File: config.mk
export PLATFORM = sky130hd
export DESIGN_NAME = regfile_write_arbiter
export DESIGN_NICKNAME = d
export VERILOG_FILES = /design/src/rtl/cgra_rf_pkg.sv /design/src/rtl/rf_req_fifo.sv /design/src/rtl/regfile_write_arbiter.sv
export SDC_FILE = /design/constraint.sdc
export NUM_CORES = 1
export LEC_CHECK = 0
export BUFFER_PORTS_ARGS = -buffer_cell sky130_fd_sc_hd__buf_2
export CORE_MARGIN = 10
export CORE_UTILIZATION = 53
export DETAILED_ROUTE_END_ITERATION = 8
export HOLD_SLACK_MARGIN = 0.15
export PLACE_DENSITY_LB_ADDON = 0.3
export SLEW_MARGIN = 20
export SYNTH_ARGS = -nofsm -noshare
export SYNTH_HDL_FRONTEND = slang
export SYNTH_SLANG_ARGS = --single-unit
File: constraint.sdc
create_clock -name CGRA_Clock -period 11.9 [get_ports CGRA_Clock]
set_input_delay 1.785 -clock CGRA_Clock [delete_from_list [all_inputs] [get_ports CGRA_Clock]]
set_output_delay 1.785 -clock CGRA_Clock [all_outputs]
set_load 0.03 [all_outputs]
File: src/rtl/cgra_rf_pkg.sv
// Shared register-file parameters used by the write arbiter and the register file.
package cgra_rf_pkg;

  localparam int unsigned LOG2REGS = 3;
  localparam int unsigned SIZE     = 32;
  localparam int unsigned NREQ     = 4;
  localparam int unsigned PTR_W    = 2;

  // Round-robin successor of a channel index (wraps modulo NREQ).
  function automatic logic [PTR_W-1:0] rr_next(input logic [PTR_W-1:0] idx);
    return idx + PTR_W'(1);
  endfunction

endpackage

File: src/rtl/rf_req_fifo.sv
// Two-entry request FIFO holding {address, data} write requests for one producer.
module rf_req_fifo #(
  parameter int unsigned AW = 3,
  parameter int unsigned DW = 32
) (
  input  logic          CGRA_Clock,
  input  logic          CGRA_Reset,
  input  logic          push,
  input  logic [AW-1:0] push_addr,
  input  logic [DW-1:0] push_data,
  input  logic          pop,
  output logic          full,
  output logic          empty,
  output logic [AW-1:0] head_addr,
  output logic [DW-1:0] head_data
);

  localparam int unsigned EW = AW + DW;

  logic [EW-1:0] mem_q [2];
  logic [EW-1:0] mem_d [2];
  logic          wr_ptr_q, wr_ptr_d;
  logic          rd_ptr_q, rd_ptr_d;
  logic [1:0]    count_q, count_d;
  logic          do_push, do_pop;

  // Guarded push/pop, pointer and occupancy update.
  always_comb begin
    do_push  = push && (count_q != 2'd2);
    do_pop   = pop && (count_q != 2'd0);
    mem_d    = mem_q;
    wr_ptr_d = wr_ptr_q;
    rd_ptr_d = rd_ptr_q;
    count_d  = count_q;
    if (do_push) begin
      mem_d[wr_ptr_q] = {push_addr, push_data};
      wr_ptr_d        = ~wr_ptr_q;
    end
    if (do_pop) begin
      rd_ptr_d = ~rd_ptr_q;
    end
    case ({do_push, do_pop})
      2'b10:   count_d = count_q + 2'd1;
      2'b01:   count_d = count_q - 2'd1;
      default: count_d = count_q;
    endcase
  end

  // Storage and pointer registers; reset empties the FIFO.
  always_ff @(posedge CGRA_Clock or posedge CGRA_Reset) begin
    if (CGRA_Reset) begin
      mem_q    <= '{default: '0};
      wr_ptr_q <= 1'b0;
      rd_ptr_q <= 1'b0;
      count_q  <= 2'd0;
    end else begin
      mem_q    <= mem_d;
      wr_ptr_q <= wr_ptr_d;
      rd_ptr_q <= rd_ptr_d;
      count_q  <= count_d;
    end
  end

  assign full                   = (count_q == 2'd2);
  assign empty                  = (count_q == 2'd0);
  assign {head_addr, head_data} = mem_q[rd_ptr_q];

endmodule

File: src/rtl/regfile_write_arbiter.sv
// Merges four producer write streams onto the two write ports of the register file,
// round-robin, never issuing two same-cycle writes to one address.
module regfile_write_arbiter
  import cgra_rf_pkg::*;
#(
  parameter int unsigned log2regs = cgra_rf_pkg::LOG2REGS,
  parameter int unsigned size     = cgra_rf_pkg::SIZE,
  parameter int unsigned NREQ     = cgra_rf_pkg::NREQ
) (
  input  logic                CGRA_Clock,
  input  logic                CGRA_Reset,
  input  logic                req_valid0,
  input  logic                req_valid1,
  input  logic                req_valid2,
  input  logic                req_valid3,
  input  logic [log2regs-1:0] req_addr0,
  input  logic [log2regs-1:0] req_addr1,
  input  logic [log2regs-1:0] req_addr2,
  input  logic [log2regs-1:0] req_addr3,
  input  logic [size-1:0]     req_data0,
  input  logic [size-1:0]     req_data1,
  input  logic [size-1:0]     req_data2,
  input  logic [size-1:0]     req_data3,
  output logic                req_ready0,
  output logic                req_ready1,
  output logic                req_ready2,
  output logic                req_ready3,
  output logic                WE0,
  output logic                WE1,
  output logic [log2regs-1:0] address_in0,
  output logic [log2regs-1:0] address_in1,
  output logic [size-1:0]     in0,
  output logic [size-1:0]     in1,
  output logic                busy
);

  logic [NREQ-1:0]     valid_w, push_w, pop_w, full_w, empty_w;
  logic [log2regs-1:0] req_addr_w  [NREQ];
  logic [size-1:0]     req_data_w  [NREQ];
  logic [log2regs-1:0] head_addr_w [NREQ];
  logic [size-1:0]     head_data_w [NREQ];

  logic [PTR_W-1:0]    rr_ptr_q, rr_ptr_d;
  logic                we0_q, we0_d, we1_q, we1_d;
  logic [log2regs-1:0] addr0_q, addr0_d, addr1_q, addr1_d;
  logic [size-1:0]     data0_q, data0_d, data1_q, data1_d;

  logic                g0_found, g1_found;
  logic [PTR_W-1:0]    g0_idx, g1_idx, cand_idx;

  assign valid_w       = {req_valid3, req_valid2, req_valid1, req_valid0};
  assign req_addr_w[0] = req_addr0;
  assign req_addr_w[1] = req_addr1;
  assign req_addr_w[2] = req_addr2;
  assign req_addr_w[3] = req_addr3;
  assign req_data_w[0] = req_data0;
  assign req_data_w[1] = req_data1;
  assign req_data_w[2] = req_data2;
  assign req_data_w[3] = req_data3;

  // Ready depends only on FIFO occupancy, never on the valid inputs.
  assign push_w = valid_w & ~full_w;

  for (genvar g = 0; g < NREQ; g++) begin : g_fifo
    rf_req_fifo #(
      .AW(log2regs),
      .DW(size)
    ) u_fifo (
      .CGRA_Clock(CGRA_Clock),
      .CGRA_Reset(CGRA_Reset),
      .push      (push_w[g]),
      .push_addr (req_addr_w[g]),
      .push_data (req_data_w[g]),
      .pop       (pop_w[g]),
      .full      (full_w[g]),
      .empty     (empty_w[g]),
      .head_addr (head_addr_w[g]),
      .head_data (head_data_w[g])
    );
  end

  // Round-robin scan: first non-empty channel to port 0, second to port 1 unless
  // its head targets the same register, in which case it waits a cycle.
  always_comb begin
    g0_found = 1'b0;
    g1_found = 1'b0;
    g0_idx   = '0;
    g1_idx   = '0;
    cand_idx = '0;
    pop_w    = '0;
    we0_d    = 1'b0;
    we1_d    = 1'b0;
    addr0_d  = addr0_q;
    addr1_d  = addr1_q;
    data0_d  = data0_q;
    data1_d  = data1_q;
    rr_ptr_d = rr_ptr_q;

    for (int k = 0; k < NREQ; k++) begin
      cand_idx = rr_ptr_q + PTR_W'(k);
      if (!empty_w[cand_idx]) begin
        if (!g0_found) begin
          g0_found = 1'b1;
          g0_idx   = cand_idx;
        end else if (!g1_found) begin
          g1_found = 1'b1;
          g1_idx   = cand_idx;
        end
      end
    end

    if (g0_found) begin
      we0_d         = 1'b1;
      addr0_d       = head_addr_w[g0_idx];
      data0_d       = head_data_w[g0_idx];
      pop_w[g0_idx] = 1'b1;
      rr_ptr_d      = rr_next(g0_idx);
      if (g1_found && (head_addr_w[g1_idx] != head_addr_w[g0_idx])) begin
        we1_d         = 1'b1;
        addr1_d       = head_addr_w[g1_idx];
        data1_d       = head_data_w[g1_idx];
        pop_w[g1_idx] = 1'b1;
        rr_ptr_d      = rr_next(g1_idx);
      end
    end
  end

  // Pointer and write-port registers; reset drops any pending issue.
  always_ff @(posedge CGRA_Clock or posedge CGRA_Reset) begin
    if (CGRA_Reset) begin
      rr_ptr_q <= '0;
      we0_q    <= 1'b0;
      we1_q    <= 1'b0;
      addr0_q  <= '0;
      addr1_q  <= '0;
      data0_q  <= '0;
      data1_q  <= '0;
    end else begin
      rr_ptr_q <= rr_ptr_d;
      we0_q    <= we0_d;
      we1_q    <= we1_d;
      addr0_q  <= addr0_d;
      addr1_q  <= addr1_d;
      data0_q  <= data0_d;
      data1_q  <= data1_d;
    end
  end

  assign WE0         = we0_q;
  assign WE1         = we1_q;
  assign address_in0 = addr0_q;
  assign address_in1 = addr1_q;
  assign in0         = data0_q;
  assign in1         = data1_q;
  assign req_ready0  = ~full_w[0];
  assign req_ready1  = ~full_w[1];
  assign req_ready2  = ~full_w[2];
  assign req_ready3  = ~full_w[3];
  assign busy        = (|(~empty_w)) | we0_q | we1_q;

endmodule

==> flow_summary.yaml, run 1 <==
run_status:
  outcome: "finished clean"
synthesis:
  synth_cells: 1553
  synth-edff-count: 0
  async_reset_ff_share_pct: 100
  synth_cell_types: 58
  yosysTopAreaCell: "dfrtp_1"
  syn_area_sq_um: 18200
  synth-seq-area-share_pct: 50.8
  ys_warn_count: 0
  synth_top_area_share_pct: 50.8
  yosys-top-cells-area: "dfrtp_1 (51%), mux2_2 (23%), mux2i_1 (4.3%)"
  ys_seq_elements: 370
  synth_nets: 1705
  avgSynthCellArea_sq_um: 11.7
  ys.flop_type: "dfrtp_1"
worst_setup_path:
  r2r_slack_ps: 6360
  worstSetupEndpoint: "in1[19]"
  worstSetupStartpoint: "rr_ptr_q[1]"
  rr_worst_depth: 13
  cp_slowest_cell: "dfrtp_1"
  r2r_start: "rr_ptr_q[1]"
  required_ps: 12320
  rr_endpoint: "in1[19]"
  crit_path_end_kind: "flip-flop"
  crit_arrival_ps: 5960
  startpoint_type: "flip-flop"
  critPathMaxStageDelay_ps: 850
  cp_cell_sequence: "inv_1 > mux4_2 > ha_1 > o21bai_1 > a21oi_1 > nor2_4 > buf_4 > mux2_2 > xnor2_1 > a31o_4 > inv_2 > buf_4 > mux2_2"
  path_class: "flip-flop to flip-flop"
  path_max_fanout: 45
sta:
  maxSlewViolCount: 0
  rsz0062_at_grt: "no"
  setup_violations: 0
  finalHoldViolCount: 0
  finalSetupTns_ps: 0
  fmax_mhz: 180
  skew_ps: 21.0
  fin_crit_ps: 5540
  worst_pin_slew_ps: 1090
  fin_crit_sh_pct: 46.6
  slew_headroom_pct: 27.3
drt:
  wl_um: 52900
  wl_per_cell_um: 23.9
  vias: 13200
  drt-initial-drc-count: 990
  via_per_inst: 5.98
  ant_nets: 0
  drc: 0
  dr.pass1.iters: 5
layout:
  drive_gt1_share_pct: 42.6
  final_common_cell: "mux2_2"
  fin_area_sq_um: 21100
  fin_nets: 1884
  mostFrequentLayoutCells: "mux2_2 (379), dfrtp_1 (366), buf_2 (222), nand2_1 (127), nor2_1 (87)"
  area_growth_pct: 15.4
cts:
  cts_tree: "built"
  cts_root_buf: "clkbuf_16"
  clk_path_buf_depth: 3
  cts_sinks: 370
  h-tree-depth: 2
  clk_latency_ps: 540
  cts_setup_buffers: 0
  cts_resized: 0
  numCtsBuffers: 40
  hold_buffers: 0
  clkTransAtPathRegs_ps: 70
global_routing:
  grt_use_total_pct: 24.9
  grt_max_degree: 82
  grt-ovfl-total: 0
  grt_pass1_vias: 13400
  grt_first_pass_wirelength_um: 81600
  antenna_found_initial: 2
floorplan:
  initial_core_util_pct: 54.0
  rows: 67
  die_w_um: 206
  core_sq_um: 33800
  die_area_sq_um: 42200
  die_h_um: 206
  io_pins: 223
place:
  gp_congestion: 0.874
  post_dp_cell_area_sq_um: 19700
  port_buffers: 222
  dp_hpwl_um: 36600
min_path:
  hold_depth: 1
  hp-class: "flip-flop to flip-flop"
flow_run:
  cap_violations: 0
[cell families (layout without fill, tap and decap cells)]
family / Yosys count / count (layout) / synth area share (%)
AOI/OAI and AO/OA: 272 / 272 / 9.49
buffers and inverters: 116 / 323 / 2.68
adders and majority gates: 6 / 6 / 0.412
xor gates and xnor gates: 22 / 22 / 1.06
DFF: 370 / 370 / 50.8
other: 0 / 2 / 0
muxes: 464 / 464 / 28.2
and+or+nand+nor: 303 / 303 / 7.36
[critical path, delay by kind of cell, from the launching register on]
family,cells,cell delay [ps]
buf+inv,4,1450
mux,3,1360
flops,1,850
simple gates,1,620
compound gates,3,600
fa+ha+maj,1,300
xor+xnor,1,170
[how the worst min path moves through the flow]
stage,slack (ps),from,endpoint
finish,500,g_fifo[0].u_fifo.mem_q[31],g_fifo[0].u_fifo.mem_q[31]
global route,510,g_fifo[0].u_fifo.mem_q[10],g_fifo[0].u_fifo.mem_q[10]
CTS,500,g_fifo[0].u_fifo.mem_q[2],g_fifo[0].u_fifo.mem_q[2]
detailed placement,490,g_fifo[3].u_fifo.mem_q[7],g_fifo[3].u_fifo.mem_q[7]
global placement,480,g_fifo[3].u_fifo.mem_q[30],g_fifo[3].u_fifo.mem_q[30]
floorplan,460,g_fifo[1].u_fifo.wr_ptr_q,g_fifo[1].u_fifo.wr_ptr_q
[per-stage QoR]
stage	setup WS (ps)	util [%]	cells	hold WS [ps]
2_1_floorplan	5150	-	1553	461
3_3_place_gp	6520	58.4	2137	481
3_5_place_dp	6420	58.5	2138	487
4_1_cts	6410	62.3	2208	501
5_1_grt	6180	62.3	2208	508
6_report	6360	62.3	2210	499
[layer usage]
| layer | vias to the layer above | share of wire (%) | GRT usage, % |
|---|---|---|---|
| met5 | - | 0.025 | 0 |
| met2 | 414 | 48 | 40.2 |
| met4 | 2 | 1.7 | 4.88 |
| met1 | 6778 | 44 | 34.5 |
| li1 | 5950 | - | - |
| met3 | 66 | 6.6 | 4.61 |
[cell type report]
class,count,area (sq um)
inverter,7,30.0
clock buffer,60,1190
clock inverter,10,101
timing repair buffer,246,1320
antenna,2,5.00
multi-input combinational,1067,8580
fill,2735,12700
sequential,370,9260
tap,448,561
[state kept, by name, indices dropped and copies added (netlist names)]
register                cells
g_fifo.u_fifo.count_q       8
WE0                         1
WE1                         1
in0                        32
g_fifo.u_fifo.rd_ptr_q      4
g_fifo.u_fifo.mem_q       280
rr_ptr_q                    2
address_in0                 3
address_in1                 3
g_fifo.u_fifo.wr_ptr_q      4
in1                        32
[cells in the mapped netlist (3+ instances only)]
| master | n |
|---|---|
| mux2_2 | 379 |
| dfrtp_1 | 370 |
| nand2_1 | 127 |
| nor2_1 | 91 |
| clkbuf_1 | 89 |
| mux2i_1 | 78 |
| o21ai_0 | 77 |
| a21oi_1 | 49 |
| a31oi_1 | 40 |
| o211ai_1 | 36 |
| a211oi_1 | 35 |
| or2_2 | 34 |
| xnor2_1 | 13 |
| nand3_1 | 12 |
| nor3_1 | 10 |
| xor2_1 | 9 |
| buf_1 | 7 |
| buf_2 | 7 |
| buf_6 | 6 |
| ha_1 | 6 |
| nand2b_1 | 6 |
| or3_1 | 6 |
| inv_1 | 5 |
| mux2_1 | 5 |
| o221ai_1 | 5 |
| o21a_1 | 4 |
| a22o_1 | 3 |
| and2_1 | 3 |
| o21ai_1 | 3 |
| or2_1 | 3 |
Power of run 1 is left out: the tool's default activity adds up to more than one toggle a clock period on the data nets, which glitch-free logic cannot reach.
==> run 2: changes to the inputs <==
- ABC_AREA: unset -> 1
- CORE_UTILIZATION: 53 -> 58
- clock period: 11.9 -> 5.7 ns (I/O delays scaled with it)
==> flow_summary.yaml, run 2 <==
run_status:
  outcome: "finished clean"
layout:
  mostFrequentLayoutCells: "nand2_1 (952), dfrtp_1 (370), o21ai_0 (295), buf_2 (222), inv_1 (165)"
  area_growth_pct: 14.9
  largest_reg_flops: 280
  final_common_cell: "nand2_1"
  regMostFlops: "g_fifo.u_fifo.mem_q"
  fin_nets: 2574
  drive_gt1_share_pct: 14.8
  diodes: 0
synthesis:
  synth-seq-area-share_pct: 52.4
  synth_most_common_cell: "nand2_1"
  synth_nets: 2412
  ys_seq_elements: 370
  yosysTopAreaCell: "dfrtp_1"
  synth_adder_area_share_pct: 0.425
  synth_mux_area_share_pct: 0.567
  synth_top_area_share_pct: 52.4
  avgSynthCellArea_sq_um: 7.82
  synth-edff-count: 0
  async_reset_ff_share_pct: 100
  yosys-top-cells-area: "dfrtp_1 (52%), nand2_1 (20%), o21ai_0 (8.4%)"
  synth_xor_xnor_area_share_pct: 0.397
  synth_cells: 2260
  synth_top_family_by_area: "simple AND/OR/NAND/NOR gates"
  ys_warn_count: 0
  synth_cell_types: 36
  netlist_top_cells_count: "nand2_1 (952), dfrtp_1 (370), o21ai_0 (295)"
  synth_compound_area_share_pct: 14.2
  synth-simple-area-share_pct: 25.1
  ys.flop_type: "dfrtp_1"
  syn_area_sq_um: 17700
sta:
  worst_pin_slew_ps: 1130
  rsz0062_at_grt: "no"
  fmax_mhz: 238
  fin_crit_sh_pct: 73.6
  finalHoldViolCount: 0
  fin_crit_ps: 4200
  slew_headroom_pct: 24.1
  skew_ps: 13.2
  maxSlewViolCount: 0
  hold_ws_ps: 436
  setup_violations: 0
worst_setup_path:
  path_buf_inv: 4
  startpoint_type: "flip-flop"
  cp_slowest_cell: "dfrtp_1"
  path_max_fanout: 32
  path_class: "flip-flop to flip-flop"
  cpMostUsedCell: "nand2_1"
  crit_path_end_kind: "flip-flop"
  cp_top_family: "simple AND/OR/NAND/NOR gates"
  required_ps: 6120
  critPathMaxStageDelay_ps: 670
  crit_arrival_ps: 4620
drt:
  ant_nets: 0
  dr.pass1.iters: 6
  drc: 0
  wl_per_cell_um: 20.0
  drt-initial-drc-count: 1933
  vias: 16200
  wl_um: 56800
  via_per_inst: 5.69
cts:
  h-tree-depth: 2
  cts_root_buf: "clkbuf_16"
  clk_path_buf_depth: 3
  cts_tree: "built"
  clkTransAtPathRegs_ps: 60
  hold_buffers: 0
  cts_sinks: 370
  cts_resized: 0
  clk_latency_ps: 540
  numCtsBuffers: 40
  cts_setup_buffers: 0
global_routing:
  antenna_found_initial: 0
  grt_max_degree: 180
  grt-ovfl-total: 0
  grt_pass1_vias: 15900
  grt_use_total_pct: 29.3
  grt_first_pass_wirelength_um: 89100
place:
  port_buffers: 222
  dp_hpwl_um: 38700
  gp_congestion: 0.877
floorplan:
  die_h_um: 195
  core_sq_um: 29900
  initial_core_util_pct: 59.1
  rows: 63
  die_w_um: 195
  io_pins: 223
  die_area_sq_um: 37800
flow_run:
  cap_violations: 0
min_path:
  hp-class: "primary input to async pin"
-- run 2: changes by cell type in the layout (fill, tap and decap cells not counted), sizes merged, moves of 27 or more --
cell	change
a211oi	-35
a21oi	+27
a22oi	+33
inv	+169
mux2	-384
mux2i	-68
nand2	+836
nand3	+30
nand4	+44
nor2	-56
o211ai	-36
o21a	+28
o21ai	+217
or2	-30
-- run 2: area by class of cell --
type	count	area, sq um
clock buffers	62	1220
clock inverters	9	87.6
fillers	2434	9580
inverters	179	686
multi-input cells	1581	7220
flip-flops and latches	370	9260
well taps	390	488
repair buffers	250	1330
-- run 2: routing by layer --
layer	vias up	wire length (um)	GRT usage, %
met1	7720	22900	38.7
li1	7547	-	-
met3	137	5200	6.04
met2	775	25700	45.0
met4	0	2990	14.7
met5	-	0	0
-- run 2: path summary, 6_finish.rpt --
| kind | startpoint | to | slack, ps | cells past startpoint |
|---|---|---|---|---|
| setup / recovery | rr_ptr_q[0] | g_fifo[0].u_fifo.count_q[1] | 1500 | 29 |
| hold / removal | CGRA_Reset | g_fifo[1].u_fifo.mem_q[33] | 440 | 2 |
| setup reg to reg | rr_ptr_q[0] | g_fifo[0].u_fifo.count_q[1] | 1500 | 29 |
| hold reg to reg | in0[9] | in0[9] | 480 | 2 |
| max in group asynchronous | CGRA_Reset | g_fifo[2].u_fifo.mem_q[40] | 3860 | 3 |
| min in group CGRA_Clock | in0[9] | in0[9] | 480 | 2 |
-- run 2: kinds of logic (layout without fill, tap and decap cells) --
| family | after synthesis | count (layout) |
|---|---|---|
| DFF | 370 | 370 |
| and+or+nand+nor | 1097 | 1097 |
| AOI/OAI and AO/OA | 460 | 460 |
| buffers and inverters | 309 | 500 |
| muxes | 10 | 10 |
| adders and majority gates | 6 | 6 |
| xor gates and xnor gates | 8 | 8 |
-- run 2: metrics by stage --
| stage | setup WS, ps | utilization, % | cell area, sq um | TNS [ps] | instances |
|---|---|---|---|---|---|
| final | 1500 | 67.9 | 20300 | 0 | 2841 |
| after global routing | 1110 | 67.9 | 20300 | 0 | 2841 |
| after CTS | 1490 | 67.9 | 20300 | 0 | 2841 |
| after detailed placement | 1570 | 63.5 | 19000 | 0 | 2770 |
| after global placement | 1620 | 63.5 | 19000 | 0 | 2770 |
| after floorplan | -121 | - | 17700 | -44830 | 2260 |
Power of run 2 is left out for the same reason.
